<file path="config.mk">
export PLATFORM = sky130hd
export DESIGN_NAME = pipeline_hazard_ctrl
export DESIGN_NICKNAME = d
export VERILOG_FILES = /design/src/rtl/pipeline_hazard_ctrl.sv
export SDC_FILE = /design/constraint.sdc
export NUM_CORES = 1
export LEC_CHECK = 0
export BUFFER_PORTS_ARGS = -buffer_cell sky130_fd_sc_hd__buf_4
export CAP_MARGIN = 25
export CORE_UTILIZATION = 37
export DETAILED_ROUTE_END_ITERATION = 10
export PLACE_DENSITY = 0.81
export SKIP_CTS_REPAIR_TIMING = 1
export SLEW_MARGIN = 10
export SYNTH_ARGS = -nofsm -noshare
export SYNTH_HDL_FRONTEND = slang
export SYNTH_SLANG_ARGS = --single-unit
export TNS_END_PERCENT = 20
</file>
<file path="constraint.sdc">
create_clock -name clk -period 1.65 [get_ports clk]
set_clock_uncertainty 0.05 [all_clocks]
set_input_delay 0.165 -clock clk [delete_from_list [all_inputs] [get_ports clk]]
set_output_delay 0.165 -clock clk [all_outputs]
set_load 0.1 [all_outputs]
</file>
<file path="src/rtl/pipeline_hazard_ctrl.sv">
// pipeline_hazard_ctrl
//   Hazard/sequencing controller for the 5-stage vector pipeline. It sits
//   beside decode and produces stop/flush controls for PC, IF/ID and ID/EX.
//   It also sequences multi-cycle vector ALU ops held in EX.
//   Stall causes: load-use hazards, taken branches, multi-cycle EX ops and
//   an external memory stall.
//   Control outputs are combinational from state+inputs and forced to 0
//   while reset is low.
// Parameters
//   MULTI_CYCLES : EX occupancy of a multi-cycle vector op (>=1)
//   LOAD_LAT     : bubbles inserted per load-use hazard (>=1)
// Configuration macro
//   HAZARD_PERF_EN : when defined, stall_cnt/flush_cnt are live saturating
//                    counters cleared by perf_clr. Otherwise they are tied 0.
// Ports
//   clk, reset                 : clock (rising edge), async active-low reset
//   id_rs1/id_rs2, id_use1/2   : ID source registers and read-enables
//   ex_rd, ex_regWrite         : EX destination and write flag
//   ex_resultSrc               : EX instruction is a load
//   ex_multi, ex_branch_taken  : EX multi-cycle op / resolved-taken branch
//   ext_stall                  : memory not ready, freeze everything
//   perf_clr                   : synchronous perf counter clear
//   pc_stop, if_id_stop, id_ex_stop, if_id_flush, id_ex_flush,
//   ex_mem_bubble, alu_start, alu_done : pipeline controls
//   stall_cnt, flush_cnt       : perf counters
module pipeline_hazard_ctrl #(
  parameter int MULTI_CYCLES = 4,
  parameter int LOAD_LAT     = 1
) (
  input  logic        clk,
  input  logic        reset,
  input  logic [3:0]  id_rs1,
  input  logic [3:0]  id_rs2,
  input  logic        id_use1,
  input  logic        id_use2,
  input  logic [3:0]  ex_rd,
  input  logic        ex_regWrite,
  input  logic        ex_resultSrc,
  input  logic        ex_multi,
  input  logic        ex_branch_taken,
  input  logic        ext_stall,
  input  logic        perf_clr,
  output logic        pc_stop,
  output logic        if_id_stop,
  output logic        id_ex_stop,
  output logic        if_id_flush,
  output logic        id_ex_flush,
  output logic        ex_mem_bubble,
  output logic        alu_start,
  output logic        alu_done,
  output logic [31:0] stall_cnt,
  output logic [15:0] flush_cnt
);
  localparam int MAXC = (MULTI_CYCLES > LOAD_LAT) ? MULTI_CYCLES : LOAD_LAT;
  localparam int CW   = $clog2(MAXC + 1);
  // The start cycle is spent in RUN, so the countdown begins at N-2.
  localparam logic [CW-1:0] MC_INIT = CW'((MULTI_CYCLES >= 2) ? MULTI_CYCLES - 2 : 0);
  localparam logic [CW-1:0] LL_INIT = CW'((LOAD_LAT >= 2) ? LOAD_LAT - 2 : 0);

  typedef enum logic [1:0] {RUN, LSTALL, MULTI} state_t;

  state_t          state, state_nxt;
  logic [CW-1:0]   cnt, cnt_nxt;
  logic            load_use;
  logic            br_flush;

  assign load_use = ex_resultSrc & ex_regWrite &
                    ((id_use1 & (id_rs1 == ex_rd)) | (id_use2 & (id_rs2 == ex_rd)));

  always_comb begin
    state_nxt     = state;
    cnt_nxt       = cnt;
    pc_stop       = 1'b0;
    if_id_stop    = 1'b0;
    id_ex_stop    = 1'b0;
    if_id_flush   = 1'b0;
    id_ex_flush   = 1'b0;
    ex_mem_bubble = 1'b0;
    alu_start     = 1'b0;
    alu_done      = 1'b0;
    br_flush      = 1'b0;
    if (!reset) begin
      // all controls low while in reset
    end else if (ext_stall) begin
      // freeze: state and cnt hold
      pc_stop    = 1'b1;
      if_id_stop = 1'b1;
      id_ex_stop = 1'b1;
    end else begin
      unique case (state)
        RUN: begin
          if (ex_branch_taken) begin
            if_id_flush = 1'b1;
            id_ex_flush = 1'b1;
            br_flush    = 1'b1;
          end else if (ex_multi) begin
            alu_start = 1'b1;
            if (MULTI_CYCLES == 1) begin
              alu_done = 1'b1;
            end else begin
              pc_stop       = 1'b1;
              if_id_stop    = 1'b1;
              id_ex_stop    = 1'b1;
              ex_mem_bubble = 1'b1;
              cnt_nxt       = MC_INIT;
              state_nxt     = MULTI;
            end
          end else if (load_use) begin
            pc_stop     = 1'b1;
            if_id_stop  = 1'b1;
            id_ex_flush = 1'b1;
            if (LOAD_LAT > 1) begin
              cnt_nxt   = LL_INIT;
              state_nxt = LSTALL;
            end
          end
        end
        MULTI: begin
          // last EX cycle releases the pipe in the same cycle as alu_done
          if (cnt == '0) begin
            alu_done  = 1'b1;
            state_nxt = RUN;
          end else begin
            pc_stop       = 1'b1;
            if_id_stop    = 1'b1;
            id_ex_stop    = 1'b1;
            ex_mem_bubble = 1'b1;
            cnt_nxt       = cnt - 1'b1;
          end
        end
        LSTALL: begin
          pc_stop     = 1'b1;
          if_id_stop  = 1'b1;
          id_ex_flush = 1'b1;
          if (cnt == '0) state_nxt = RUN;
          else           cnt_nxt   = cnt - 1'b1;
        end
        default: state_nxt = RUN;
      endcase
    end
  end

  always_ff @(posedge clk or negedge reset) begin
    if (!reset) begin
      state <= RUN;
      cnt   <= '0;
    end else begin
      state <= state_nxt;
      cnt   <= cnt_nxt;
    end
  end

`ifdef HAZARD_PERF_EN
  logic [31:0] stall_q;
  logic [15:0] flush_q;

  // Saturating counters; clear takes precedence over increment.
  always_ff @(posedge clk or negedge reset) begin
    if (!reset) begin
      stall_q <= '0;
      flush_q <= '0;
    end else if (perf_clr) begin
      stall_q <= '0;
      flush_q <= '0;
    end else begin
      if (pc_stop  && (stall_q != '1)) stall_q <= stall_q + 32'd1;
      if (br_flush && (flush_q != '1)) flush_q <= flush_q + 16'd1;
    end
  end

  assign stall_cnt = stall_q;
  assign flush_cnt = flush_q;
`else
  logic perf_unused;
  assign perf_unused = perf_clr ^ br_flush;
  assign stall_cnt   = '0;
  assign flush_cnt   = '0;
`endif

endmodule
</file>
; After elaboration in Yosys (flattened, before gate mapping)
; Cells that the tools add are included.
[classes]
n_addsub = 1
n_mul = 0
div = 0
order_cmp = 0
n_eq_ne = 8
shift = 0
n_mux = 38
n_bitwise = 6
reduce_logical = 6
[ops]
columns = op, n
row1 = 1-bit two-way mux, 27
row2 = 3-bit two-way mux, 3
row3 = 4-bit == test, 2
row4 = 2-bit two-way mux, 3
row5 = 2-bit != test (second input constant), 3
row6 = 3-bit case mux with 2 select lines, 1
row7 = 6-bit AND reduction, 1
row8 = 5-bit AND reduction, 1
row9 = 1-bit bitwise AND, 4
row10 = 1-bit case mux with 2 select lines, 2
row11 = 2-bit case mux with 2 select lines, 1
row12 = 3-bit logical NOT, 1
row13 = 1-bit case mux with 3 select lines, 1
row14 = 3-bit by 1-bit subtractor with 3-bit output (second input constant), 1
row15 = 2-bit by 1-bit == test with 1-bit output (second input constant), 1
row16 = 2-bit == test (second input constant), 1
row17 = 2-bit logical NOT, 1
row18 = 2-bit by 1-bit != test with 1-bit output (second input constant), 1
row19 = 2-bit nonzero test, 1
row20 = 2-bit OR reduction, 1
row21 = 1-bit NOT, 1
row22 = 1-bit OR, 1
[totals]
ff_bits = 5
latchBits = 0
ram_bits = 0
rom_bits = 0
inputBits = 22
elab_cells = 61
n_memories = 0

; Longest topological paths before layout
; Gate-level depths: netlist of run 1.
[depth]
ltp_word = 10
ltp_mapped = 7
ltp_nobuf = 6

; Least setup slack after synthesis of run 1
; No wires, ideal clock.
[synth_timing]
path_kind = reg2out
from = reg cnt[0]
to = out pc_stop
arrival_time_ns = 2.945
t_required_ns = 1.435
setup_slack_ns = -1.510
path_stages_with_launch = 8
n_path_buf = 1
cell_sequence = dfrtp_1 > inv_1 > ha_1 > nor2b_2 > mux2i_2 > o21a_1 > a31o_1 > buf_4
[synth_via]
elab_chain_cells = 5
[synth_rtl]
columns = element, line_no
row1 = "start, declared", 63  ; logic [CW-1:0] cnt, cnt_nxt;
row2 = "start signal, assigned", 149  ; cnt <= cnt_nxt;
row3 = 3-bit logical NOT, 120  ; if (cnt == '0) begin
row4 = 1-bit two-way mux, -
row5 = 1-bit case mux with 3 select lines, -
row6 = 1-bit two-way mux (2 in a row), -
row7 = "end, declared", 43  ; output logic pc_stop,
; No other way between the ends.

; Worst setup path in the final report of run 1
[layout_timing]
from = reg cnt[1]
to = out if_id_stop
[layout_via]
elab_chain_cells = 5
[layout_rtl]
columns = element, line_no
row1 = 3-bit logical NOT, 120
row2 = 1-bit two-way mux, 120
row3 = 1-bit case mux with 3 select lines, 90  ; unique case (state)
row4 = 1-bit two-way mux, 84  ; end else if (ext_stall) begin
row5 = 1-bit two-way mux, 82  ; if (!reset) begin
row6 = "end, declared", 44  ; output logic if_id_stop,
; No other way between the ends.

==> results.ini, run 1 <==
[clocking]
cts_sinks = 4
ctsLongestPathBuffers = 2
cts_made_buffers = 3
path_clk_slew_ns = 0.04
clkLatencyLatePin_ns = 0.23
cts.htree.levels = 1
root_buffer = clkbuf_4
cts_tree = built

[yosys]
ys_seq_area_share_pct = 12.0
netlist_area_sq_um = 836
ys_warn_count = 0
ys_ff_latch = 4
synth_cells = 101
synth_cell_types = 29
syn_area_per_cell_sq_um = 8.28

[cells_and_area]
finalNetCount = 161
area_growth_pct = 29.5
drive_gt1_share_pct = 40.7
layout_commonest_cell = conb_1
mostFrequentLayoutCells = conb_1 (48), buf_4 (28), xor2_1 (8)
insertedDiodeCount = 0

[timing]
hold_violations = 4
slew_violations = 0
setup_viol = 5
finalCriticalPeriod_ns = 1.87
tns_ns = -0.709
rsz0062_at_grt = yes
hold_ws_ns = -0.307
fin_crit_sh_pct = 113
max_freq_mhz = 535
fin_ws_ns = -0.218

[placed_design]
hpwl_um = 1250
place_congestion = 0.731
pre_cts_ws_ns = -0.0380
portBuffers = 28

[floorplan]
die_width_um = 49.5
die_area_sq_mm = 0.00245
initial_core_util_pct = 40.9
pin_count = 78
fp-row-count = 16
die_height_um = 49.5
coreArea_sq_mm = 0.00204

[run]
drv_cap = 0

[route]
vias = 609
via_per_inst = 3.76
ant_nets = 0
firstDrtPassIters = 1
wire_per_inst_um = 9.33
drt_iter0_drc = 0
drcViolationCount = 0
wirelength_um = 1510

[setup_path]
startpoint_type = register
cp.arrival_ns = 1.65
critPathRequiredTime_ns = 1.43
critPathMaxFanout = 2
critical_path.max_stage_delay_ns = 0.37
endpoint_kind = output pin
path_class = reg -> out
crit_slowest_cell = dfrtp_1
path_cells = inv_2, ha_4, nor2b_4, mux2i_4, o21a_4, a31o_4, buf_12

[grt]
met2_usage_pct = 19.8
grt_pass1_vias = 506
grt_max_degree = 9
grtUsageMet3_pct = 0.926
gr-total-overflow = 0
antenna_found_initial = 0
gr-usage-all-layers_pct = 10.9
grt_pass1_wl_um = 2070
grt_use_met1_pct = 11.9
top_usage_layer = met2

[pwr]
irDropWorstVdd_mv = 0.668
power_density_mw_per_mm2 = 1460
p_leak_nw = 0.576

[run_status]
violations = negative hold slack, negative setup slack
outcome = finished with violations

[worst_hold_path]
hp-class = in -> async

==> per-stage QoR <==
step                utilization (%)  hold WS, ns  power, mW  instances  instance area, sq um
floorplan                         -       -0.181       1.25        148                  1060
global placement               46.4      -0.0666       1.32        158                   947
detailed placement             46.4      -0.0644       1.34        158                   947
CTS                            47.5       -0.315       1.47        161                   970
global route                   53.0       -0.311       1.66        162                  1080
finish                         53.0       -0.307       1.58        162                  1080
==> state kept, by name, indices dropped and copies added (netlist names) <==
name   count
cnt        3
state      1
==> area by class of cell <==
type | count | area [sq um]
fillers | 198 | 960
flip-flops and latches | 4 | 100
inverters | 3 | 11.3
multi-input cells | 90 | 573
clock buffers | 3 | 22.5
well taps | 27 | 33.8
repair buffers | 35 | 342
==> layer usage <==
layer	vias up	wire [um]
met5	-	0
met4	0	0
met3	0	133
met2	42	885
met1	271	493
li1	296	-
==> synthesized netlist by cell type, drive strengths merged <==
cell | instances | area share [%]
nor2b | 3 | 3.4
nand2 | 3 | 1.3
a311oi | 1 | 1.0
buf | 51 | 47
conb | 1 | 0.45
nor3 | 2 | 1.2
inv | 3 | 1.3
o21a | 1 | 0.90
nor2 | 4 | 1.8
and3 | 1 | 0.90
a31o | 2 | 2.1
a22o | 1 | 1.0
ha | 2 | 3.0
a21oi | 1 | 0.60
dfrtp | 4 | 12
nand2b | 1 | 1.6
xor2 | 8 | 8.4
a31oi | 2 | 1.5
nor3b | 2 | 3.1
a21o | 1 | 1.0
mux2i | 2 | 2.8
and2 | 2 | 1.8
nand3 | 3 | 1.8
==> critical path, delay by kind of cell, from the launching register on <==
family	cells	cell delay (ns)
AOI/OAI and AO/OA	2	0.43
DFF	1	0.37
and+or+nand+nor	1	0.16
muxes	1	0.09
adders and majority gates	1	0.12
buffers and inverters	2	0.24
==> power breakdown <==
group | total, mW | internal (mW) | switching, mW
Combinational | 1.27 | 0.378 | 0.896
Clock | 0.119 | 0.0812 | 0.0381
Sequential | 0.185 | 0.145 | 0.0401
==> final timing paths <==
kind / startpoint / to / slack [ns] / depth (start not counted)
max: cnt[1] / if_id_stop / -0.22 / 7
min: reset / cnt[1] / -0.31 / 1
max reg2reg: cnt[1] / cnt[0] / 0.12 / 7
min reg2reg: cnt[1] / cnt[1] / 0.53 / 2
max in group asynchronous: reset / cnt[0] / 1.73 / 1
min in group clk: ext_stall / state[1] / 0.26 / 4
==> cell families after synthesis <==
| kind of cell | share of synthesized area [%] |
|---|---|
| AOI/OAI and AO/OA | 8.23 |
| xor gates and xnor gates | 8.38 |
| adders and majority gates | 2.99 |
| buffers and inverters | 48.1 |
| DFF | 12.0 |
| muxes | 2.84 |
| other | 0.449 |
| and+or+nand+nor | 17.1 |
(Power assumes the default switching activity.)
==> run 2, diff against run 1 <==
BUFFER_PORTS_ARGS = unset   (was -buffer_cell sky130_fd_sc_hd__buf_4)
CELL_PAD_IN_SITES_DETAIL_PLACEMENT = 1   (was unset)
CELL_PAD_IN_SITES_GLOBAL_PLACEMENT = 1   (was unset)
CORE_UTILIZATION = 40   (was 37)
DONT_BUFFER_PORTS = 1   (was unset)
PLACE_DENSITY = unset   (was 0.81)
PLACE_DENSITY_LB_ADDON = 0.1   (was unset)
==> results.ini, run 2 (synthesis gave the netlist of run 1 again) <==
[cells_and_area]
insertedDiodeCount = 0
finalNetCount = 143
fillers = 269
area_growth_pct = 10.2
layoutNonFillerInstCount = 144
drive_gt1_share_pct = 29.9
largest_reg_flops = 3
layout_commonest_cell = conb_1
mostFrequentLayoutCells = conb_1 (48), buf_4 (10), xor2_1 (8)
utilization_pct = 46.9
reg_top3 = cnt (3), state (1)
regMostFlops = cnt

[timing]
fin_crit_sh_pct = 120
fin_ws_ns = -0.324
rsz0062_at_grt = yes
slew_violations = 0
finalCriticalPeriod_ns = 1.97
hold_violations = 0
max_freq_mhz = 506
setup_viol = 6
tns_ns = -1.31

[pwr]
p_sw_uw = 979
p_clk_share_pct = 8.1
switching_share_pct = 62.9
p_seq_share_pct = 12.7
power_density_mw_per_mm2 = 1690
p_int_uw = 579
p_leak_nw = 0.479
pwr-share-comb_pct = 79.2
total_power_mw = 1.56
irDropWorstVdd_mv = 0.809

[floorplan]
initial_core_util_pct = 42.6
die_height_um = 47.7
coreArea_sq_mm = 0.00196
pin_count = 78
die_area_sq_mm = 0.00228
die_width_um = 47.7
fp-row-count = 16

[clocking]
cts_sinks = 4
path_clk_slew_ns = 0.04
ctsLongestPathBuffers = 2
cts_tree = built
clkLatencyLatePin_ns = 0.24
root_buffer = clkbuf_4
cts.htree.levels = 1
cts_made_buffers = 3

[setup_path]
critPathRequiredTime_ns = 1.43
r2r_start = cnt[1]
r2r-end = cnt[2]
critPathLaunch = cnt[1]
startpoint_type = register
path_class = reg -> out
cp-endpoint = ex_mem_bubble
critPathMaxFanout = 4
ff2ff_path_depth = 8
rrSetupSlack_ns = -0.07
endpoint_kind = output pin
cp.arrival_ns = 1.76

[route]
wirelength_um = 1590
drt_iter0_drc = 5
ant_nets = 0
firstDrtPassIters = 3
drcViolationCount = 0
vias = 568
via_per_inst = 3.94
wire_per_inst_um = 11.0

[grt]
gr-usage-all-layers_pct = 13.3
top_usage_layer = met2
grtUsageMet3_pct = 5.28
grt_pass1_vias = 504
met2_usage_pct = 25.9
gr-total-overflow = 0
grt_max_degree = 9
grt_use_met1_pct = 11.5
antenna_found_initial = 0
grt_pass1_wl_um = 2040

[worst_hold_path]
hold_start = ext_stall
hp-class = in -> reg

[run_status]
outcome = finished with violations
violations = negative setup slack

[placed_design]
hpwl_um = 1280
portBuffers = 0
place_congestion = 0.747
pre_cts_ws_ns = -0.0619
dp_cells = 136

[run]
drv_cap = 0

==> run 2: cell count changes in the layout (fill, tap and decap cells not counted), sizes merged <==
cell         before  now
buf              35   16
dlygate4sd3       0    1
==> run 2: layout make-up <==
cell class              count  area, sq um  area share [%]
flip-flops and latches      4          100            10.9
well taps                  27         33.8            3.67
multi-input cells          90          557            60.5
clock buffers               3         22.5            2.45
repair buffers             17          196            21.3
inverters                   3         11.3            1.22
==> run 2: stage by stage <==
stage	hold slack, ns	instance area (sq um)
global placement	-0.180	832
floorplan	-0.181	1060
global route	0.108	921
detailed placement	-0.180	832
CTS	-0.436	855
finish	0.101	921
==> run 2: power groups by stage <==
stage / clock network (mW) / registers [mW] / logic [mW]
2_1_floorplan: 0 / 0.170 / 1.08
3_3_place_gp: 0 / 0.191 / 1.11
3_5_place_dp: 0 / 0.194 / 1.13
4_1_cts: 0.130 / 0.194 / 1.13
5_1_grt: 0.134 / 0.205 / 1.30
6_report: 0.127 / 0.198 / 1.23
==> run 2: worst min path at each step <==
stage	endpoint	depth (start not counted)
CTS	state[1]	0
detailed placement	cnt[0]	0
finish	state[1]	3
global placement	cnt[0]	0
global route	state[1]	3
floorplan	cnt[0]	0
==> run 2: worst max-delay path: stages (launching register included) <==
cell	delay (ns)
dfrtp_1	0.39
inv_2	0.07
ha_2	0.16
nor2b_4	0.19
mux2i_4	0.09
buf_4	0.14
buf_4	0.14
and2_4	0.18
buf_12	0.16
==> run 2: layer usage <==
| metal | vias to the layer above | share of wire, % | wire, um |
|---|---|---|---|
| li1 | 262 | - | - |
| met1 | 258 | 29 | 462 |
| met2 | 44 | 59 | 943 |
| met3 | 4 | 9.9 | 157 |
| met4 | 0 | 1.6 | 25 |
| met5 | - | 0 | 0 |
==> run 3, diff against run 2 <==
CORE_MARGIN = 3   (was unset)
==> results.ini, run 3 (synthesis gave the netlist of run 1 again) <==
[setup_path]
path_class = reg -> out
endpoint_kind = output pin
startpoint_type = register
critPathRequiredTime_ns = 1.43
critPathMaxFanout = 2
cp.arrival_ns = 1.68

[pwr]
total_power_mw = 1.52
p_leak_nw = 0.486
p_int_uw = 570
p_clk_share_pct = 8.0
p_seq_share_pct = 13.4
p_sw_uw = 952
power_density_mw_per_mm2 = 1650
irDropWorstVdd_mv = 0.624
pwr-share-comb_pct = 78.6
switching_share_pct = 62.6

[floorplan]
initial_core_util_pct = 45.4
die_area_sq_mm = 0.00267
coreArea_sq_mm = 0.00184
die_width_um = 51.7
die_height_um = 51.7
pin_count = 78
fp-row-count = 15

[placed_design]
pre_cts_ws_ns = -0.0476
portBuffers = 0
place_congestion = 0.729
dp_cells = 135
hpwl_um = 1420
place_area_sq_um = 850

[timing]
fin_ws_ns = -0.242
setup_viol = 6
tns_ns = -0.948
slew_violations = 0
hold_violations = 0
rsz0062_at_grt = yes
finalCriticalPeriod_ns = 1.89
fin_crit_sh_pct = 115
hold_ws_ns = 0.117
max_freq_mhz = 529

[run_status]
violations = negative setup slack
outcome = finished with violations

[cells_and_area]
insertedDiodeCount = 0
mostFrequentLayoutCells = conb_1 (48), buf_4 (9), xor2_1 (8)
multi_input_area_sq_um = 547
regArea_sq_um = 100
reg_top3 = cnt (3), state (1)
finalNetCount = 143
design_area_sq_um = 921
regMostFlops = cnt
layout_commonest_cell = conb_1
fillers = 244
area_growth_pct = 10.2
layoutNonFillerInstCount = 142
drive_gt1_share_pct = 29.1
utilization_pct = 50.1
largest_reg_flops = 3

[route]
vias = 558
ant_nets = 0
wirelength_um = 1630
drcViolationCount = 0
via_per_inst = 3.93
wire_per_inst_um = 11.5
drt_iter0_drc = 0
firstDrtPassIters = 1

[grt]
grt_pass1_vias = 515
antenna_found_initial = 0
gr-total-overflow = 0
grt_use_met1_pct = 11.1
grt_max_degree = 9
grtUsageMet3_pct = 3.44
met2_usage_pct = 20.3
grt_pass1_wl_um = 2130
top_usage_layer = met2
gr-usage-all-layers_pct = 10.9

[clocking]
cts_made_buffers = 3
cts_sinks = 4
clkLatencyLatePin_ns = 0.23
ctsLongestPathBuffers = 2
cts_tree = built
root_buffer = clkbuf_4
cts.htree.levels = 1
path_clk_slew_ns = 0.03

[run]
drv_cap = 0

[worst_hold_path]
hp-class = in -> reg

==> run 3: changes by cell type in the layout (fill, tap and decap cells not counted) <==
cell,change
a311oi_2,-1
buf_4,-1
a311oi_1,+1
and3_4,-1
and3_2,+1
buf_12,+1
==> run 3: metal layers <==
metal	vias up	part of all wire, %
met5	-	0
met4	0	0.49
met3	2	11
met2	39	54
met1	255	35
li1	262	-
==> run 3: path summary, 6_finish.rpt <==
check	startpoint	endpoint	slack, ns	cells past startpoint
max in group asynchronous	reset	cnt[1]	1.20	1
hold / removal	ext_stall	state[1]	0.12	3
setup reg to reg	cnt[1]	cnt[2]	0.12	7
hold reg to reg	cnt[0]	cnt[0]	0.59	3
min in group asynchronous	reset	cnt[2]	0.16	1
setup / recovery	cnt[1]	if_id_stop	-0.24	7
==> run 3: area by class of cell <==
cell class | instances | area share (%)
Timing Repair Buffer | 17 | 22.7
Tap cell | 25 | 3.40
Inverter | 3 | 1.22
Clock buffer | 3 | 2.45
Multi-Input combinational cell | 90 | 59.4
Sequential cell | 4 | 10.9
==> run 3: critical path, stage by stage (launching register included) <==
cell	delay, ns
dfrtp_1	0.38
inv_2	0.07
ha_2	0.15
nor2b_4	0.16
mux2i_4	0.09
o21a_4	0.21
a31o_4	0.23
buf_12	0.16
==> run 3: power groups by stage <==
stage	Sequential [mW]	Combinational [mW]	Clock [mW]
2_1_floorplan	0.170	1.08	0
3_3_place_gp	0.199	1.12	0
3_5_place_dp	0.205	1.14	0
4_1_cts	0.203	1.14	0.127
5_1_grt	0.209	1.24	0.135
6_report	0.204	1.20	0.121
